`config.mk`:
```
export PLATFORM = sky130hd
export DESIGN_NAME = gen_scan_counter
export DESIGN_NICKNAME = d
export VERILOG_FILES = /design/src/rtl/scan_pkg.sv /design/src/rtl/scan_prescaler.sv /design/src/rtl/gen_scan_counter.sv
export SDC_FILE = /design/constraint.sdc
export NUM_CORES = 1
export LEC_CHECK = 0
export CELL_PAD_IN_SITES_DETAIL_PLACEMENT = 0
export CELL_PAD_IN_SITES_GLOBAL_PLACEMENT = 1
export CORE_ASPECT_RATIO = 2
export CORE_MARGIN = 2
export CORE_UTILIZATION = 33
export CTS_CLUSTER_DIAMETER = 30
export DETAILED_ROUTE_END_ITERATION = 16
export PLACE_DENSITY = 0.69
export SKIP_CTS_REPAIR_TIMING = 1
export SYNTH_ARGS = -nofsm -noshare
export SYNTH_HDL_FRONTEND = slang
export SYNTH_SLANG_ARGS = --single-unit
```
`constraint.sdc`:
```
create_clock -name CLK -period 4.6 [get_ports CLK]
set_input_delay 0.92 -clock CLK [delete_from_list [all_inputs] [get_ports CLK]]
set_output_delay 0.92 -clock CLK [all_outputs]
set_load 0.02 [all_outputs]
```
`src/rtl/scan_pkg.sv`:
```
// Shared types and defaults for the seven-segment display scan sequencer.
// Consumed by gen_scan_counter; SCAN_BLANK_EN selects the anti-ghosting blank phase.
package scan_pkg;

   typedef enum logic {
      SHOW  = 1'b0,
      BLANK = 1'b1
   } scan_state_t;

   localparam int SCAN_N_DIGITS_DEF     = 4;
   localparam int SCAN_DIV_DEF          = 100000;
   localparam int SCAN_BLANK_CYCLES_DEF = 16;

   // Digit index width; a single-digit display still needs one bit.
   function automatic int scan_cw(input int n);
      return (n <= 1) ? 1 : $clog2(n);
   endfunction

endpackage

```
`src/rtl/scan_prescaler.sv`:
```
// Free-running modulo-DIV counter that flags its last count while enabled.
// Used for the per-digit dwell and, with SCAN_BLANK_EN, for the blank interval.
module scan_prescaler #(
   parameter int DIV = 100000
) (
   input  logic CLK,
   input  logic RST_N,
   input  logic en,
   input  logic clr,
   output logic tc
);

   localparam int PW = (DIV > 1) ? $clog2(DIV) : 1;
   localparam logic [PW-1:0] LAST = PW'(DIV - 1);

   logic [PW-1:0] count;

   assign tc = en && (count == LAST);

   always_ff @(posedge CLK) begin
      if (!RST_N || clr) begin
         count <= '0;
      end else if (tc) begin
         count <= '0;
      end else if (en) begin
         count <= count + PW'(1);
      end
   end

endmodule

```
`src/rtl/gen_scan_counter.sv`:
```
// Multiplexed seven-segment scan sequencer: dwell prescaler, modulo-N digit counter, anode decode.
// Define SCAN_BLANK_EN to insert BLANK_CYCLES all-off cycles after every digit advance.
module gen_scan_counter
   import scan_pkg::*;
#(
   parameter  int N_DIGITS     = SCAN_N_DIGITS_DEF,
   parameter  int DIV          = SCAN_DIV_DEF,
   parameter  int BLANK_CYCLES = SCAN_BLANK_CYCLES_DEF,
   localparam int CW           = scan_cw(N_DIGITS)
) (
   input  logic                CLK,
   input  logic                RST_N,
   input  logic                en,
   output logic [CW-1:0]       digit_idx,
   output logic [N_DIGITS-1:0] an_n,
   output logic                tick,
   output logic                frame
);

   localparam logic [CW-1:0] LAST_IDX = CW'(N_DIGITS - 1);

   if (N_DIGITS < 1 || N_DIGITS > 16 || DIV < 1 || BLANK_CYCLES < 1) begin : g_param_err
      $error("gen_scan_counter: illegal parameter value");
   end

   scan_state_t state;
   logic        dwell_tc;

`ifdef SCAN_BLANK_EN
   scan_state_t state_nxt;
   logic        blank_tc;

   // Each counter only runs in its own phase and is parked at zero in the other.
   scan_prescaler #(.DIV(DIV)) u_dwell (
      .CLK   (CLK),
      .RST_N (RST_N),
      .en    (en && state == SHOW),
      .clr   (state == BLANK),
      .tc    (dwell_tc)
   );

   scan_prescaler #(.DIV(BLANK_CYCLES)) u_blank (
      .CLK   (CLK),
      .RST_N (RST_N),
      .en    (en && state == BLANK),
      .clr   (state == SHOW),
      .tc    (blank_tc)
   );

   always_ff @(posedge CLK) begin
      if (!RST_N) begin
         state <= SHOW;
      end else begin
         state <= state_nxt;
      end
   end

   always_comb begin
      state_nxt = state;
      case (state)
         SHOW:    if (dwell_tc) state_nxt = BLANK;
         BLANK:   if (blank_tc) state_nxt = SHOW;
         default: state_nxt = SHOW;
      endcase
   end
`else
   assign state = SHOW;

   scan_prescaler #(.DIV(DIV)) u_dwell (
      .CLK   (CLK),
      .RST_N (RST_N),
      .en    (en),
      .clr   (1'b0),
      .tc    (dwell_tc)
   );
`endif

   always_ff @(posedge CLK) begin
      if (!RST_N) begin
         digit_idx <= '0;
         tick      <= 1'b0;
         frame     <= 1'b0;
      end else begin
         tick  <= dwell_tc;
         frame <= dwell_tc && (digit_idx == LAST_IDX);
         if (dwell_tc) begin
            digit_idx <= (digit_idx == LAST_IDX) ? '0 : digit_idx + CW'(1);
         end
      end
   end

   // Decoded straight from the registered index so anodes switch on the tick edge.
   always_comb begin
      an_n = '1;
      if (state == SHOW) begin
         for (int i = 0; i < N_DIGITS; i++) begin
            if (digit_idx == CW'(i)) an_n[i] = 1'b0;
         end
      end
   end

endmodule

```
==> summary.txt, run 1 <==
Setup path
  – Worst setup path startpoint: en
  – Worst EP required: between 4 and 5 ns
  – Crit path max fanout: 17
  – CP Launch Type: primary input
  – Worst path arrival time: roughly 3.2 ns
  – Critical Path End Type: register
  – Reg-to-reg startpoint: u_dwell.count[4]
  – Worst Setup Path Type: primary input to register

Logic synthesis
  – Most instantiated library cell after synthesis: dfxtp_1
  – Most frequent cells after synthesis: dfxtp_1, nor2_1, xnor2_1
  – Prevailing post-synth register cell: dfxtp_1
  – Post-synth EDFFs: 0
  – Warnings, synthesis: 0
  – Syn nets: roughly 130
  – Avg Synthesized Cell Area: about 8.6 sq um
  – Post-synth top area share: 41.4%
  – Yosys cell types: 23
  – Ranking of synthesized cells by area: dfxtp_1, xnor2_1, nor2_1, ha_1, nand4_1
  – Sequential area share after synthesis: a little over 40%
  – Area of the mapped netlist: 1010 sq um
  – FFs w/ async S/R, synth: 0%
  – Yosys reg bits: 21
  – Synth area leader: dfxtp_1
  – Syn Inst Count: between 100 and 150

Pwr
  – LEAKAGE: between 0.3 and 0.4 nW
  – Pwr dens: roughly 270 nW/um^2
  – Total chip power: 0.000316 W
  – VDD IR max: 197 uV

Global routing
  – Vias in the first global route: 844
  – Largest net degree at the start of global routing: 18
  – Grt met3 use: under 10%
  – Layer with the highest usage: met2
  – GR Util All Layers: a little over an eighth
  – First-pass GRT wire length: ~3400 um
  – Global-route met1 utilization: between 10% and 20%
  – GRT met2 Usage: between 20% and 30%
  – Grt ovf: 0
  – Initial antenna violation count: 0

Detailed routing
  – DR vias: roughly 830
  – Post-route ant nets: 0
  – DR WL/cell: approximately 13 um
  – Vias/cell: approximately 5.2
  – First-pass DRT Iterations: 4
  – Final wirelength: 2010 um
  – DRC: 0
  – 1st-iter DRT viols: 15

Floorplan
  – Die Footprint: 3560 sq um
  – Core area: approximately 2900 sq um
  – Core Rows: 28
  – IO Count: 11
  – Die width: 43.2 um
  – Starting density of the core: between 30% and 40%
  – Die H: 82.4 um

Worst hold path
  – Worst Hold Launch: u_dwell.count[16]
  – Worst hold path type: register to register

Clock tree
  – H-tree lvl count: 1
  – Clock slew at reported path FFs: 0.07 ns
  – Clock buffer depth: 2
  – CTS tree: yes
  – Clock root cell: clkbuf_8
  – CTS Sinks: 21
  – Skew-Pair Late Insertion Delay: 0.26 ns
  – CTS Buf Count: 3

Placed design
  – Routability cong.: 0.780
  – Dpl cells: 154
  – # port buffers: 10
  – Worst slack, placed: between 1 and 1.5 ns
  – Hpwl dp: 1620 um

Cells and area
  – Diode count: 0
  – Layout Area Growth over Synthesis: 15.7%
  – Layout cells sized above 1: approximately 4.7%
  – Post-layout net count: between 100 and 150
  – Post-Layout Cell Count: 158

STA
  – Max-slew headroom: between 70% and 80%
  – Worst Tran Pin Value: 0.439 ns
  – Fin. max-slew vios: 0
  – Final setup viols: 0
  – Max Fclk: roughly 0.33 GHz
  – Minimum clock period after layout: ~3.0 ns
  – Skew final: around 0.0019 ns
  – Setup TNS: 0 ns
  – Final hold vios: 0
  – Unrepaired setup endpoints after global routing: false
  – Worst hold slack: just under 0.5 ns
  – Fin worst setup slack: roughly 1.6 ns
  – Final period util: 65.7%

Flow run
  – Total of max-cap violations: 0

Outcome
  – Status: complete, no violations
## stage by stage
step,instance area (sq um),util (%)
CTS,1170,39.9
floorplan,1010,-
global route,1170,39.9
detailed placement,1130,38.3
global placement,1130,38.3
finish,1170,39.9
## layout make-up
type,count,area (sq um)
fillers,321,1770
multi-input cells,85,539
flip-flops and latches,21,420
repair buffers,10,100
clock buffers,3,41.3
well taps,30,37.5
inverters,8,30.0
clock inverters,1,5.00
## report_power, final
part | switching, W | total (W) | leakage, nW | internal [W]
clock | 0.0000588 | 0.000119 | 0.0255 | 0.0000603
sequential | 0.00000261 | 0.000186 | 0.169 | 0.000184
combinational | 0.00000600 | 0.0000107 | 0.178 | 0.00000472
total | 0.0000674 | 0.000316 | 0.373 | 0.000249
## cell families after synthesis
group / count (synthesis) / share of synthesized area, %
AND/OR/NAND/NOR: 56 / 28.4
flip-flops: 21 / 41.4
XOR/XNOR: 14 / 12.1
buffers and inverters: 12 / 5.42
AO/OA/AOI/OAI: 9 / 5.55
adder cells (fa/ha/maj): 5 / 6.17
multiplexers: 1 / 0.986
## metal layers
layer  share of wire (%)  routed length, um  vias up
li1                    -                  -      422
met1                  38                754      382
met2                  56               1130       16
met3                 2.6                 52        7
met4                 3.4                 68        0
met5                   0                  0        -
## worst max-delay path: stages
cell	delay, ns
clkdlybuf4s50_1	0.59
nand4_1	0.38
or4_1	0.75
o21ai_4	0.42
nor2_1	0.09
## placed cells by master, fill, tap and decap left out
master and count:
or3_1 4, inv_1 8, o21ai_0 4, nand4bb_1 2
ha_1 5, o21ai_4 1, nor4_1 6, dfxtp_1 21
clkinv_2 1, mux2i_1 1, nor2_1 18, nand2_1 7
clkbuf_8 3, or2_2 1, nor3_1 5, nand4_1 8
clkdlybuf4s50_1 10, a21oi_1 4, xnor2_1 11, xor2_1 3
nand3_1 4, or4_1 1
## final timing paths
| kind | endpoint | cells after the start | slack [ns] |
|---|---|---|---|
| worst max-delay path | u_dwell.count[9] | 5 | 1.58 |
| worst min-delay path | u_dwell.count[16] | 2 | 0.49 |
| worst max register to register | u_dwell.count[9] | 4 | 2.47 |
| worst min register to register | u_dwell.count[16] | 2 | 0.49 |
## sequential cells by signal (all words and copies together) (netlist names)
signal	count
digit_idx	2
frame	1
tick	1
u_dwell.count	17
No activity file was read; power rests on OpenSTA's default activity.
==> run 2: changes to the inputs <==
PLACE_DENSITY = 0.72   (was 0.69)
clock period = 2.74 ns   (was 4.6 ns; I/O delays follow)
==> run 2 against run 1 <==
Compared with the run above: sequential share of layout area down 0.42 points; highest routed layer unchanged; sequential power up 68%; first-iteration DRC count up 6.7%; clock-buffer cell count up 1; combinational power up 88%; critical path depth unchanged; via count down 0.12%; global-route usage up 0.57 points; die area unchanged; total power up 69%; cell area up 1.2%; largest cell class unchanged.
==> summary.txt, run 2 (synthesis gave the netlist of run 1 again) <==
Detailed routing
  – First-pass DRT Iterations: 3
  – DR WL/cell: 13.0 um
  – Final wirelength: roughly 2100 um
  – 1st-iter DRT viols: 16
  – Post-route ant nets: 0
  – DR vias: 826
  – DRC: 0
  – Vias/cell: 5.16

STA
  – Max Fclk: 0.460 GHz
  – Final period util: just under 80%
  – Max-slew headroom: 69.4%
  – Worst Tran Pin Value: 0.457 ns
  – Fin worst setup slack: 0.565 ns
  – Minimum clock period after layout: 2.18 ns
  – Worst hold slack: 0.506 ns
  – Setup TNS: 0 ns
  – Skew final: approximately 0.0021 ns
  – Fin. max-slew vios: 0
  – Final hold vios: 0
  – Final setup viols: 0
  – Unrepaired setup endpoints after global routing: false

Cells and area
  – Max reg flops: 17
  – Largest Register: u_dwell.count
  – Commonest non-fill, non-tap cell in the layout: dfxtp_1
  – Diode count: 0
  – Largest registers: u_dwell.count x17, digit_idx x2
  – Post-Layout Cell Count: between 150 and 200
  – Layout Area Growth over Synthesis: 17.0%
  – Fill cells: roughly 330
  – Most frequent cells in the layout: dfxtp_1, nor2_1, xnor2_1
  – Post-layout net count: between 100 and 150
  – Seq. cell area: 420 sq um
  – Layout cells sized above 1: roughly 5.4%
  – Multi-input gate area: 539 sq um

Setup path
  – Worst path arrival time: 2.31 ns
  – Worst Setup Path Type: primary input to register
  – Critical Path, Cell by Cell: clkdlybuf4s50_1 -> nand4_1 -> or4_1 -> o21ai_4 -> nor2_1
  – Worst EP required: 2.88 ns
  – Crit path max fanout: 17
  – Worst path slowest cell: or4_1
  – CP Launch Type: primary input
  – CP max stage delay: 0.65 ns
  – Critical Path End Type: register

Floorplan
  – Starting density of the core: between 30% and 40%
  – Core area: between 2000 and 3000 sq um
  – IO Count: 11
  – Die H: just over 80 um
  – Die width: 43.2 um
  – Core Rows: 28
  – Die Footprint: 3560 sq um

Global routing
  – Initial antenna violation count: 0
  – Vias in the first global route: about 840
  – Grt ovf: 0
  – GR Util All Layers: 13.7%
  – Largest net degree at the start of global routing: 18
  – First-pass GRT wire length: approximately 3600 um

Placed design
  – # port buffers: 10
  – Dpl cells: around 160
  – Hpwl dp: around 1600 um
  – Worst slack, placed: roughly 0.26 ns
  – Routability cong.: between 0.7 and 0.8

Pwr
  – VDD IR max: just under 300 uV
  – Total chip power: ~0.00053 W
  – LEAKAGE: between 0.3 and 0.4 nW
  – Pwr dens: between 400 and 500 nW/um^2

Outcome
  – Status: complete, no violations

Clock tree
  – CTS Sinks: 21
  – Skew-Pair Late Insertion Delay: approximately 0.26 ns
  – Clock root cell: clkbuf_8
  – Clock slew at reported path FFs: about 0.070 ns
  – CTS tree: yes
  – CTS Buf Count: 3
  – H-tree lvl count: 1
  – Clock buffer depth: 2

Flow run
  – Total of max-cap violations: 0

Worst hold path
  – Worst hold path type: register to register
run 2: changes by cell type in the layout (fill, tap and decap cells not counted), sizes merged:
cell	delta
buf	+2
clkbuf	+1
clkinv	-1
run 2: cell type report:
| type | instances | share of cell area, % |
|---|---|---|
| Clock buffer | 4 | 3.79 |
| Inverter | 8 | 2.53 |
| Multi-Input combinational cell | 85 | 45.4 |
| Sequential cell | 21 | 35.4 |
| Tap cell | 30 | 3.16 |
| Timing Repair Buffer | 12 | 9.69 |
run 2: worst paths after layout:
check,startpoint,to,slack [ns],depth (start not counted)
max,en,u_dwell.count[11],0.56,5
min,u_dwell.count[12],u_dwell.count[12],0.51,2
max reg2reg,u_dwell.count[0],u_dwell.count[11],0.60,5
min reg2reg,u_dwell.count[12],u_dwell.count[12],0.51,2
run 2: worst max-delay path, delay by kind of cell:
kind,cells,cell delay [ns]
compound gates,1,0.43
buf+inv,1,0.48
simple gates,3,0.85
run 2: power breakdown:
| part | internal (W) | total, W | switching, W |
|---|---|---|---|
| logic | 0.00000893 | 0.0000201 | 0.0000111 |
| registers | 0.000308 | 0.000312 | 0.00000422 |
| clock network | 0.000104 | 0.000202 | 0.0000980 |
| total | 0.000421 | 0.000534 | 0.000113 |
run 2: per-stage QoR:
step	utilization (%)	area [sq um]
3_3_place_gp	38.8	1140
4_1_cts	40.3	1190
6_report	40.3	1190
2_1_floorplan	-	1010
5_1_grt	40.3	1190
3_5_place_dp	38.8	1140
run 2: routing by layer:
metal	wire length (um)	vias to the layer above	global-route usage, %
met5	0	-	0
met3	61	5	1.96
li1	-	428	-
met2	1170	14	26.3
met4	59	0	9.09
met1	790	379	12.7
